--- src/rtl/seg_reader.sv ---
// Seven-segment scan reader: debounces multiplexed digit samples and presents full decoded frames.
// Optional macro SEG_READER_BLANK_EN: when defined, the all-off pattern decodes to code F (blank).

module seg_digit #(
  parameter int STABLE_CNT = 3
) (
  input  logic       clk,
  input  logic       rst_n,
  input  logic       hit,
  input  logic       ok,
  input  logic [3:0] code,
  input  logic       clr,
  output logic [3:0] dig,
  output logic       mask,
  output logic       errb
);
  localparam int CW = $clog2(STABLE_CNT + 1);
  localparam logic [CW-1:0] SMAX   = CW'(STABLE_CNT);
  localparam logic [CW-1:0] SM1    = CW'(STABLE_CNT - 1);
  localparam logic [CW-1:0] ONE    = CW'(1);
  localparam bit            SINGLE = (STABLE_CNT == 1);

  logic [3:0]    cand;
  logic [CW-1:0] cnt;
  logic          eq, commit;

  // Commit only on the transition into STABLE_CNT so a held digit does not re-arm the mask.
  always_comb begin
    eq     = (code == cand);
    commit = hit && ok && (eq ? (cnt == SM1) : SINGLE);
  end

  always_ff @(posedge clk) begin
    if (!rst_n) begin
      cand <= '0;
      cnt  <= '0;
      dig  <= '0;
      mask <= 1'b0;
      errb <= 1'b0;
    end else begin
      if (clr) begin
        mask <= 1'b0;
        errb <= 1'b0;
      end
      if (hit) begin
        if (!ok) begin
          cand <= '0;
          cnt  <= '0;
          errb <= 1'b1;
        end else if (eq) begin
          if (cnt != SMAX) cnt <= cnt + ONE;
        end else begin
          cand <= code;
          cnt  <= ONE;
        end
      end
      // Placed after the frame clear so a same-cycle commit lands in the next frame.
      if (commit) begin
        dig  <= code;
        mask <= 1'b1;
      end
    end
  end
endmodule

module seg_reader #(
  parameter int DIGITS     = 4,
  parameter int STABLE_CNT = 3
) (
  input  logic                  clk,
  input  logic                  rst_n,
  input  logic [6:0]            seg,
  input  logic [DIGITS-1:0]     dig_sel,
  input  logic                  sample,
  output logic [4*DIGITS-1:0]   bcd,
  output logic [DIGITS-1:0]     err,
  output logic                  out_valid,
  input  logic                  out_ready
);
  typedef enum logic {ACQ, PRESENT} state_t;

  localparam logic [DIGITS-1:0] ONE_D = DIGITS'(1);

  state_t                       state, nxt;
  logic [3:0]                   code;
  logic                         ok, sel_ok, hit, full, load;
  logic [DIGITS-1:0][3:0]       dig;
  logic [DIGITS-1:0]            mask, errb;

  always_comb begin
    code = 4'h0;
    ok   = 1'b1;
    case (seg)
      7'h3F: code = 4'h0;
      7'h06: code = 4'h1;
      7'h5B: code = 4'h2;
      7'h4F: code = 4'h3;
      7'h66: code = 4'h4;
      7'h6D: code = 4'h5;
      7'h7D: code = 4'h6;
      7'h07: code = 4'h7;
      7'h7F: code = 4'h8;
      7'h6F: code = 4'h9;
`ifdef SEG_READER_BLANK_EN
      7'h00: code = 4'hF;
`endif
      default: ok = 1'b0;
    endcase
  end

  assign sel_ok = (dig_sel != '0) && ((dig_sel & (dig_sel - ONE_D)) == '0);
  assign hit    = sample && sel_ok;
  assign full   = &mask;

  for (genvar g = 0; g < DIGITS; g++) begin : g_dig
    seg_digit #(.STABLE_CNT(STABLE_CNT)) u_dig (
      .clk  (clk),
      .rst_n(rst_n),
      .hit  (hit && dig_sel[g]),
      .ok   (ok),
      .code (code),
      .clr  (load),
      .dig  (dig[g]),
      .mask (mask[g]),
      .errb (errb[g])
    );
  end

  always_ff @(posedge clk) begin
    if (!rst_n) state <= ACQ;
    else        state <= nxt;
  end

  always_comb begin
    nxt = state;
    case (state)
      ACQ:     if (full)               nxt = PRESENT;
      PRESENT: if (out_ready && !full) nxt = ACQ;
      default:                         nxt = ACQ;
    endcase
  end

  // A full mask is taken whenever the output slot is free or being freed this cycle.
  always_comb begin
    load = full && ((state == ACQ) || out_ready);
  end

  always_ff @(posedge clk) begin
    if (!rst_n) begin
      bcd <= '0;
      err <= '0;
    end else if (load) begin
      bcd <= dig;
      err <= errb;
    end
  end

  assign out_valid = (state == PRESENT);
endmodule

--- config.mk ---
export PLATFORM = sky130hd
export DESIGN_NAME = seg_reader
export DESIGN_NICKNAME = d
export VERILOG_FILES = /design/src/rtl/seg_reader.sv
export SDC_FILE = /design/constraint.sdc
export NUM_CORES = 1
export LEC_CHECK = 0
export ABC_AREA = 1
export ABC_CLOCK_PERIOD_IN_PS = 2250
export CORE_MARGIN = 5
export CORE_UTILIZATION = 55
export DETAILED_ROUTE_END_ITERATION = 10
export GPL_TIMING_DRIVEN = 0
export PLACE_DENSITY = 0.82
export RECOVER_POWER = 50
export SLEW_MARGIN = 25
export SYNTH_ARGS = -nofsm -noshare
export SYNTH_HDL_FRONTEND = slang
export SYNTH_HIERARCHICAL = 1
export SYNTH_SLANG_ARGS = --single-unit
--- constraint.sdc ---
create_clock -name clk -period 2.25 [get_ports clk]
set_input_delay 0.225 -clock clk [delete_from_list [all_inputs] [get_ports clk]]
set_output_delay 0.225 -clock clk [all_outputs]
set_load 0.005 [all_outputs]
==> metrics.md, run 1 <==
| Metric | Value |
|---|---|
| Outcome | finished clean |
| Die width | 92.8 µm |
| Maximum vdd drop | 303 µV |
| Number of nets in the layout | 677 |
| Largest family of logic cells by synthesized area | simple AND/OR/NAND/NOR gates |
| Endpoint type of the worst setup path | flop |
| Synth Instances | 599 |
| R2r setup slk | 0.97 ns |
| Max Fclk | 0.479 GHz |
| H-tree levels | 3 |
| Total Routing Usage GR | 0.195 |
| Yosys top cell area share | 0.367 |
| Slew headroom | 0.761 |
| Post-synthesis mux area share | 0 |
| Max cap viols | 0 |
| Register area | 1380 µm² |
| CTS tree | built |
| I/O Buffers | 35 |
| Vias in the first global route | 3209 |
| Die ar. | 8600 µm² |
| Leakage | 2.13 nW |
| Setup WS pre-CTS | -0.680 ns |
| Multi-input logic area | 1910 µm² |
| Layout cells sized above 1 | 0.109 |
| Final WS setup | 0.162 ns |
| Synth Area in Compound Gates | 0.0472 |
| Syn_nets | 622 |
| Pre-Repair DR Iteration Count | 4 |
| Fin util | 0.665 |
| # fillers | 605 |
| Layout Area Growth over Synthesis | 18.7% |
| Crit-path max FO | 10 |
| First-pass GRT wire length | 13400 µm |
| Crit path from | seg[4] |
| Crit path required time | 2.50 ns |
| Min Tclk post-route | 2.09 ns |
| Final ANT Viol Nets | 0 |
| Worst-Skew Late Latency | 0.35 ns |
| Height of the chip | 92.8 µm |
| Post-Synth Adder-Cell Area | 0.0266 |
| Number of core rows | 30 |
| Maximum clock insertion buffer count | 2 |
| Final Slew Violations | 0 |
| Reg2reg path depth | 6 |
| Largest net degree at the start of global routing | 17 |
| Post-synth top area cell | dfxtp_1 |
| DRT iter0 DRCs | 150 |
| #FFs+latches synth | 69 |
| Worst R2R End | bcd[13]$_SDFFE_PN0P_ |
| Xor and xnor fraction of the mapped netlist area | 0 |
| DRC viols | 0 |
| Final hold viol count | 0 |
| Initial Util | 0.561 |
| Routed wire length | 8040 µm |
| Vias/cell | 4.85 |
| HPWL after DPL | 5830 µm |
| Routed via count | 3576 |
| Antenna violations before repair | 0 |
| Post-synthesis sequential area ratio | 0.367 |
| CORE AREA | 6720 µm² |
| Arr. time, crit path | 2.34 ns |
| Setup crit end | g_dig[0].u_dig/cnt[0]$_SDFFE_PN0P_ |
| Yosys warns | 6 |
| Worst-path clk slew | 0.07 ns |
| Mapped Area | 3770 µm² |
| Unique masters post-synth | 23 |
| Root Buffer | clkbuf_8 |
| Ports | 36 |
| Critical path class | input pin to flop |
| Avg WL per Cell | 10.9 µm |
| Post-CTS Hold Buffers | 0 |
| Crit start category | input pin |
| Synth Area in Simple Gates | 0.430 |
| Pwr Density | 519 nW/µm² |
| Clk_skew | 0.00485 ns |
| Ant. Diodes | 0 |
| Cts bufs inserted | 9 |
| Final setup vio count | 0 |
| R2r startpoint | g_dig[3].u_dig/mask$_SDFFE_PN0P_ |
| Final Wtd Congestion | 0.842 |
| # clock sinks | 69 |
| Fin Setup TNS | 0 ns |
| Main area contributors after synthesis | dfxtp_1, nand2_1, nor2_1 |
| Synth Area per Inst | 6.29 µm² |
| Hold slack | 0.464 ns |
| Worst-Margin Slew | 0.359 ns |
| GR Overflow Total | 0 |
| Worst Hold Class | flop to flop |
| Final period utilization | 0.928 |
-- power breakdown --
| part | internal, W | switching [W] | total (W) |
|---|---|---|---|
| logic | 0.0000769 | 0.000131 | 0.000208 |
| clock network | 0.000420 | 0.000458 | 0.000877 |
| registers | 0.00123 | 0.00000539 | 0.00123 |
| total | 0.00173 | 0.000594 | 0.00232 |
-- layer usage --
metal  wire length [µm]  vias up  track usage
li1                   -     1914            -
met2               3920       69        0.344
met5                  0        -            0
met4                119        0       0.0818
met1               3680     1582        0.226
met3                316       11       0.0447
-- per-stage QoR --
stage          area [µm²]  power [W]  cells
6_report             4470    0.00232    738
5_1_grt              4470    0.00242    738
3_5_place_dp         4220    0.00146    714
2_1_floorplan        3770    0.00140    599
4_1_cts              4450    0.00234    738
3_3_place_gp         4220    0.00145    714
-- cell families (layout without fill, tap and decap cells) --
| logic type | count (synthesis) | after routing |
|---|---|---|
| AO/OA/AOI/OAI | 35 | 35 |
| adder cells (fa/ha/maj) | 8 | 8 |
| buffers and inverters | 121 | 180 |
| flip-flops | 69 | 69 |
| AND/OR/NAND/NOR | 366 | 366 |
-- critical path: stages --
cell and delay (ns):
clkdlybuf4s50_1 0.54, inv_1 0.08, nand2_1 0.08, nor2_1 0.07, nand2_1 0.11, nand2_1 0.06, nor2_1 0.23, nand3_1 0.20
clkbuf_2 0.25, nand2_1 0.10, clkinv_1 0.06, nand3_1 0.07, nand2_1 0.08, nor2_1 0.12, nor2_1 0.05
-- cells in the mapped netlist (all sizes together) --
cell type / number
nand2: 179
buf: 14
nand4: 15
clkinv: 8
ha: 8
clkbuf: 4
or2: 4
a21boi: 1
a21oi: 14
inv: 95
nand3: 29
nor2: 135
o21ai: 20
nor3: 4
dfxtp: 69
-- flip-flops by register name (all words and copies together) (netlist names) --
name	cells
g_dig.u_dig/cnt	8
err	4
g_dig.u_dig/errb	4
g_dig.u_dig/cand	16
out_valid	1
g_dig.u_dig/mask	4
bcd	16
g_dig.u_dig/dig	16
-- worst min-delay path by stage --
stage,start,to,slack (ns),cells after the start
after global placement,g_dig[2].u_dig/mask$_SDFFE_PN0P_,g_dig[2].u_dig/mask$_SDFFE_PN0P_,0.45,2
after global routing,g_dig[2].u_dig/mask$_SDFFE_PN0P_,g_dig[2].u_dig/mask$_SDFFE_PN0P_,0.50,2
after CTS,g_dig[1].u_dig/mask$_SDFFE_PN0P_,g_dig[1].u_dig/mask$_SDFFE_PN0P_,0.47,2
after floorplan,rst_n,out_valid$_SDFF_PN0_,0.38,1
final,g_dig[0].u_dig/mask$_SDFFE_PN0P_,g_dig[0].u_dig/mask$_SDFFE_PN0P_,0.46,2
after detailed placement,g_dig[1].u_dig/mask$_SDFFE_PN0P_,g_dig[1].u_dig/mask$_SDFFE_PN0P_,0.46,2
-- cell type report --
class / instances / share of cell area
sequential: 69 / 0.309
buffer: 18 / 0.0218
tap: 80 / 0.0224
inverter: 103 / 0.0879
multi-input combinational: 409 / 0.428
clock buffer: 11 / 0.0316
timing repair buffer: 44 / 0.0935
clock inverter: 4 / 0.00560
-- layout by cell type, fill, tap and decap left out, types with 3 or more instances in the layout --
| cell | count |
|---|---|
| nand4_4 | 4 |
| nor3_1 | 4 |
| buf_2 | 10 |
| buf_4 | 9 |
| clkbuf_1 | 5 |
| dfxtp_1 | 69 |
| dlygate4sd3_1 | 21 |
| nand2_1 | 173 |
| nand4_1 | 11 |
| inv_1 | 84 |
| ha_1 | 8 |
| or2_1 | 4 |
| clkinvlp_4 | 3 |
| o21ai_0 | 20 |
| inv_2 | 9 |
| nand3_2 | 3 |
| clkbuf_8 | 10 |
| nor2_1 | 125 |
| nand3_1 | 25 |
| nand2_2 | 6 |
| clkinv_1 | 8 |
| clkdlybuf4s50_1 | 14 |
| nor2_4 | 9 |
| a21oi_1 | 14 |
-- repair_timing --
action,CTS,global route
pin swaps,1,1
gates resized for setup,1,6
endpoints found under the setup margin,44,39
setup buffers,9,0
(Power assumes the default switching activity.)
==> run 2, diff against run 1 <==
ABC_CLOCK_PERIOD_IN_PS = 2600   (was 2250)
clock period = 2.6 ns   (was 2.25 ns; I/O delays follow)
==> run 2 against run 1 <==
Compared with the run above:
- critical endpoint is now g_dig[3].u_dig/cand[2]$_SDFFE_PN0P_
- largest power group unchanged
- clock power fell by 13%
- clock skew up 0.0024 ns
- first-iteration DRC count is 0.67% higher
- global-route usage shrank 0.17 points
- highest routed layer unchanged
- critical path type unchanged
- via count is essentially flat
- wire length down 0.91%
- combinational power fell by 16%
- core utilization is 0.50 points lower
- cell count down 0.14%
==> metrics.md, run 2 (same netlist as run 1, synthesis figures left out) <==
| Metric | Value |
|---|---|
| Final setup vio count | 0 |
| Layout Area Growth over Synthesis | 17.8% |
| Slowest cell on crit path | clkdlybuf4s50_1 |
| Crit path required time | 2.85 ns |
| Final hold viol count | 0 |
| Root Buffer | clkbuf_8 |
| Crit start category | input pin |
| Layout cells sized above 1 | 0.0989 |
| RSZ-0062 raised after global routing | no |
| Outcome | finished clean |
| # clock sinks | 69 |
| Leakage | 2.13 nW |
| Commonest cells after routing, fill and taps aside | nand2_1, nor2_1, inv_1 |
| Routed via count | 3574 |
| Endpoint type of the worst setup path | flop |
| # fillers | 618 |
| CORE AREA | 6720 µm² |
| Pre-Repair DR Iteration Count | 5 |
| Biggest registers after layout | bcd: 16 flops, g_dig.u_dig/cand: 16 flops, g_dig.u_dig/dig: 16 flops |
| DRT iter0 DRCs | 151 |
| Largest net degree at the start of global routing | 17 |
| DRC viols | 0 |
| Most common cell after layout, fill and taps aside | nand2_1 |
| Pwr Density | 452 nW/µm² |
| Height of the chip | 92.8 µm |
| Setup WS pre-CTS | -0.365 ns |
| Vias in the first global route | 3177 |
| Final Wtd Congestion | 0.842 |
| Worst-path clk slew | 0.07 ns |
| Worst-path cell chain | clkdlybuf4s50_1 > nand2_1 > nor2_1 > nand2_1 > nand2_1 > nor2_1 > inv_1 > inv_1 > nand2_1 > nand2_1 > nor2_4 > nand3_2 > nand2_1 > inv_2 > nor2_1 > nor2_1 |
| Post-CTS Hold Buffers | 0 |
| HPWL after DPL | 5830 µm |
| I/O Buffers | 35 |
| Avg WL per Cell | 10.8 µm |
| Cell area after layout | 4440 µm² |
| Crit-path max FO | 16 |
| Crit path max-delay family | simple AND/OR/NAND/NOR gates |
| Die width | 92.8 µm |
| Die ar. | 8600 µm² |
| CTS tree | built |
| H-tree levels | 3 |
| Multi-input logic area | 1900 µm² |
| Max Fclk | 0.430 GHz |
| DP Area | 4220 µm² |
| Maximum vdd drop | 249 µV |
| CP bufs+invs | 4 |
| Final period utilization | 0.895 |
| Slew headroom | 0.633 |
| Ant. Diodes | 0 |
| Slowest Stage Delay on Critical Path | 0.53 ns |
| Antenna violations before repair | 0 |
| Final Slew Violations | 0 |
| Maximum clock insertion buffer count | 2 |
| Cts bufs inserted | 9 |
| Hold slack | 0.464 ns |
| Min Tclk post-route | 2.33 ns |
| Number of core rows | 30 |
| Number of nets in the layout | 676 |
| First-pass GRT wire length | 13300 µm |
| Total Routing Usage GR | 0.193 |
| Routed wire length | 7970 µm |
| Final ANT Viol Nets | 0 |
| Vias/cell | 4.85 |
| GR Overflow Total | 0 |
| Worst Hold Class | flop to flop |
| Worst-Margin Slew | 0.550 ns |
| Final WS setup | 0.274 ns |
| Arr. time, crit path | 2.57 ns |
| Max cap viols | 0 |
| Register area | 1380 µm² |
| Worst-Skew Late Latency | 0.35 ns |
| Critical path class | input pin to flop |
| Ports | 36 |
| Initial Util | 0.561 |
| Clk_skew | 0.00724 ns |
| Cell mode on critical path | nand2_1 |
[run 2: final timing paths]
path                                                     startpoint                                   to  slack (ns)  depth (start not counted)
worst min register to register     g_dig[0].u_dig/mask$_SDFFE_PN0P_     g_dig[0].u_dig/mask$_SDFFE_PN0P_        0.46                          2
worst min-delay path               g_dig[0].u_dig/mask$_SDFFE_PN0P_     g_dig[0].u_dig/mask$_SDFFE_PN0P_        0.46                          2
worst max register to register  g_dig[3].u_dig/cand[1]$_SDFFE_PN0P_  g_dig[3].u_dig/cand[2]$_SDFFE_PN0P_        1.31                          9
worst max-delay path                                         seg[6]  g_dig[3].u_dig/cand[2]$_SDFFE_PN0P_        0.27                         16
[run 2: what timing repair did]
item | CTS | global route
buffers inserted | 0 | 8
resized for setup | 0 | 0
setup endpoints to repair | 0 | 44
hold endpoints to repair | 0 | 0
[run 2: stage by stage]
step | cells | setup TNS, ns | power, W | util
after CTS | 729 | 0 | 0.00202 | 0.652
final | 737 | 0 | 0.00200 | 0.660
after detailed placement | 714 | -13.21 | 0.00126 | 0.628
after floorplan | 599 | 0 | 0.00121 | -
after global routing | 737 | 0 | 0.00209 | 0.660
after global placement | 714 | -9.52 | 0.00126 | 0.628
[run 2: power by group]
part	switching, W	internal, W	total [W]	leakage [nW]
Sequential	0.00000464	0.00106	0.00107	0.556
Clock	0.000397	0.000363	0.000760	0.0812
Combinational	0.000111	0.0000646	0.000175	1.49
Total	0.000512	0.00149	0.00200	2.13
[run 2: per-layer routing]
layer,vias to the layer above,track usage,routed length [µm]
met5,-,0,0
met4,0,0.0842,151
met3,15,0.0447,314
met2,66,0.337,3790
met1,1584,0.226,3710
li1,1909,-,-
[run 2: tightest hold or removal path, delay by kind of cell (launching register included)]
kind,cells,cell delay [ns]
DFF,1,0.31
and+or+nand+nor,1,0.06
AOI/OAI and AO/OA,1,0.05
[run 2: area by class of cell]
type	instances	share of cell area
Buffer	18	0.0214
Clock buffer	11	0.0319
Sequential cell	69	0.311
Tap cell	80	0.0226
Multi-Input combinational cell	409	0.427
Clock inverter	4	0.00564
Timing Repair Buffer	43	0.0925
Inverter	103	0.0872
==> run 3, diff against run 2 <==
ABC_CLOCK_PERIOD_IN_PS = 2400   (was 2600)
clock period = 2.4 ns   (was 2.6 ns; I/O delays follow)
==> run 3 against run 2 <==
Compared with the run above:
- count of clock-buffer cells in the layout unchanged
- combinational power up 11%
- global-route usage up 0.17 points
- critical path depth unchanged
- core utilization up 0.76 points
- design area up 1.2%
- clock skew down 0.0013 ns
- cell count up 0.81%
- via count up 0.73%
- total power up 8.6%
- worst setup slack worse by 0.074 ns
- clock power up 8.6%
==> metrics.md, run 3 (same netlist as run 1, synthesis figures left out) <==
| Metric | Value |
|---|---|
| Arr. time, crit path | 2.44 ns |
| Root Buffer | clkbuf_8 |
| Vias/cell | 4.85 |
| Maximum vdd drop | 277 µV |
| HP Start | g_dig[0].u_dig/mask$_SDFFE_PN0P_ |
| Critical path class | input pin to flop |
| CP bufs+invs | 4 |
| Number of nets in the layout | 682 |
| Initial Util | 0.561 |
| Met2 Use GR | 0.344 |
| Height of the chip | 92.8 µm |
| Outcome | finished clean |
| Biggest registers after layout | bcd: 16 flops, g_dig.u_dig/cand: 16 flops, g_dig.u_dig/dig: 16 flops |
| Largest net degree at the start of global routing | 17 |
| Commonest cells after routing, fill and taps aside | nand2_1, nor2_1, inv_1 |
| Clk_skew | 0.00594 ns |
| Setup WS pre-CTS | -0.545 ns |
| Fin util | 0.668 |
| Layout cells sized above 1 | 0.113 |
| Number of core rows | 30 |
| Layout Area Growth over Synthesis | 19.1% |
| Crit-path max FO | 7 |
| Slowest cell on crit path | clkdlybuf4s50_1 |
| GRT busiest layer | met2 |
| Final hold viol count | 0 |
| Routed via count | 3600 |
| Final Wtd Congestion | 0.842 |
| Post-CTS Hold Buffers | 0 |
| DRT iter0 DRCs | 137 |
| Die width | 92.8 µm |
| I/O Buffers | 35 |
| Min Tclk post-route | 2.20 ns |
| Ports | 36 |
| R2r setup slk | 1.11 ns |
| Worst Hold Class | flop to flop |
| Slowest Stage Delay on Critical Path | 0.52 ns |
| Final Slew Violations | 0 |
| R2r startpoint | g_dig[3].u_dig/mask$_SDFFE_PN0P_ |
| Cell mode on critical path | nand2_1 |
| Pre-Repair DR Iteration Count | 4 |
| Worst-path clk slew | 0.07 ns |
| Fin Setup TNS | 0 ns |
| Endpoint type of the worst setup path | flop |
| Pwr Density | 485 nW/µm² |
| Avg WL per Cell | 11.1 µm |
| CORE AREA | 6720 µm² |
| Reg2reg path depth | 6 |
| Max cap viols | 0 |
| Final ANT Viol Nets | 0 |
| Leakage | 2.16 nW |
| Routed wire length | 8250 µm |
| Final setup vio count | 0 |
| Final WS setup | 0.200 ns |
| Crit path from | seg[4] |
| Worst-path cell chain | clkdlybuf4s50_1 > inv_1 > nand2_1 > nor2_1 > nand2_1 > nand2_1 > nor2_2 > clkinvlp_4 > nand2_1 > nand2_1 > nor2_4 > nand3_2 > nand2_1 > inv_2 > nor2_1 > nor2_1 |
| Crit start category | input pin |
| Worst-Margin Slew | 0.548 ns |
| M3 GR Usage | 0.0447 |
| Cts bufs inserted | 9 |
| Vias in the first global route | 3209 |
| Crit path max-delay family | simple AND/OR/NAND/NOR gates |
| Worst-Skew Late Latency | 0.35 ns |
| HPWL after DPL | 5830 µm |
| Most common cell after layout, fill and taps aside | nand2_1 |
| # clock sinks | 69 |
| Slew headroom | 0.634 |
| Worst R2R End | bcd[13]$_SDFFE_PN0P_ |
| Die ar. | 8600 µm² |
| Antenna violations before repair | 0 |
| Hold endpoint | g_dig[0].u_dig/mask$_SDFFE_PN0P_ |
| Crit path required time | 2.64 ns |
| Max Fclk | 0.455 GHz |
| Ant. Diodes | 0 |
| First-pass GRT wire length | 13400 µm |
| Final period utilization | 0.917 |
| CTS tree | built |
| RSZ-0062 raised after global routing | no |
| DRC viols | 0 |
| GR Overflow Total | 0 |
| Total Routing Usage GR | 0.195 |
| Hold slack | 0.464 ns |
| Met1 usage | 0.226 |
| Maximum clock insertion buffer count | 2 |
| Hold path depth | 2 |
| H-tree levels | 3 |
## run 3: cell count changes in the layout (fill, tap and decap cells not counted), sizes merged
cell / previous run / this run
inv: 95 / 94
clkbuf: 17 / 15
clkinvlp: 2 / 4
buf: 20 / 27
## run 3: per-stage QoR
stage                     cell area, µm²  std cells  total power, W
after floorplan                     3770        599         0.00131
after global placement              4220        714         0.00136
after detailed placement            4220        714         0.00137
after CTS                           4450        738         0.00220
after global routing                4490        743         0.00227
final                               4490        743         0.00218
## run 3: cell type report
type	count	area (µm²)
Inverter	103	390
Buffer	18	97.6
Clock inverter	4	25.0
Multi-Input combinational cell	409	1900
Fill cell	603	2230
Tap cell	80	100
Timing Repair Buffer	48	448
Sequential cell	69	1380
Clock buffer	11	141
Timing Repair inverter	1	5.00
## run 3: what timing repair did
item,CTS,global route
pin swaps,1,0
endpoints found under the setup margin,44,42
setup buffers,9,4
resized for setup,0,2
cloned,0,1
## run 3: worst max path at each step
stage,end,slack [ns],cells after the start
2_1_floorplan,g_dig[0].u_dig/cand[0]$_SDFFE_PN0P_,0.60,14
3_3_place_gp,g_dig[3].u_dig/cand[1]$_SDFFE_PN0P_,-0.44,16
3_5_place_dp,g_dig[3].u_dig/cand[2]$_SDFFE_PN0P_,-0.55,14
4_1_cts,g_dig[3].u_dig/cand[2]$_SDFFE_PN0P_,0.11,16
5_1_grt,g_dig[0].u_dig/cand[0]$_SDFFE_PN0P_,0.004,14
6_report,g_dig[3].u_dig/cand[2]$_SDFFE_PN0P_,0.20,16
## run 3: routing by layer
layer	up-vias	part of all wire
li1	1925	-
met1	1597	0.46
met2	67	0.49
met3	11	0.036
met4	0	0.013
met5	-	0
## run 3: worst reg2reg max path: cells and delay by family, from the launching register on
kind	cells	cell delay, ns
AND/OR/NAND/NOR	4	0.39
flip-flops	1	0.36
AO/OA/AOI/OAI	1	0.22
buffers and inverters	1	0.21
## run 3: where the power goes
| group | switching (W) | total (W) | leakage [nW] | internal (W) |
|---|---|---|---|---|
| clock | 0.000431 | 0.000825 | 0.0812 | 0.000394 |
| combinational | 0.000122 | 0.000195 | 1.52 | 0.0000729 |
| sequential | 0.00000511 | 0.00116 | 0.556 | 0.00115 |
| total | 0.000558 | 0.00218 | 2.16 | 0.00162 |
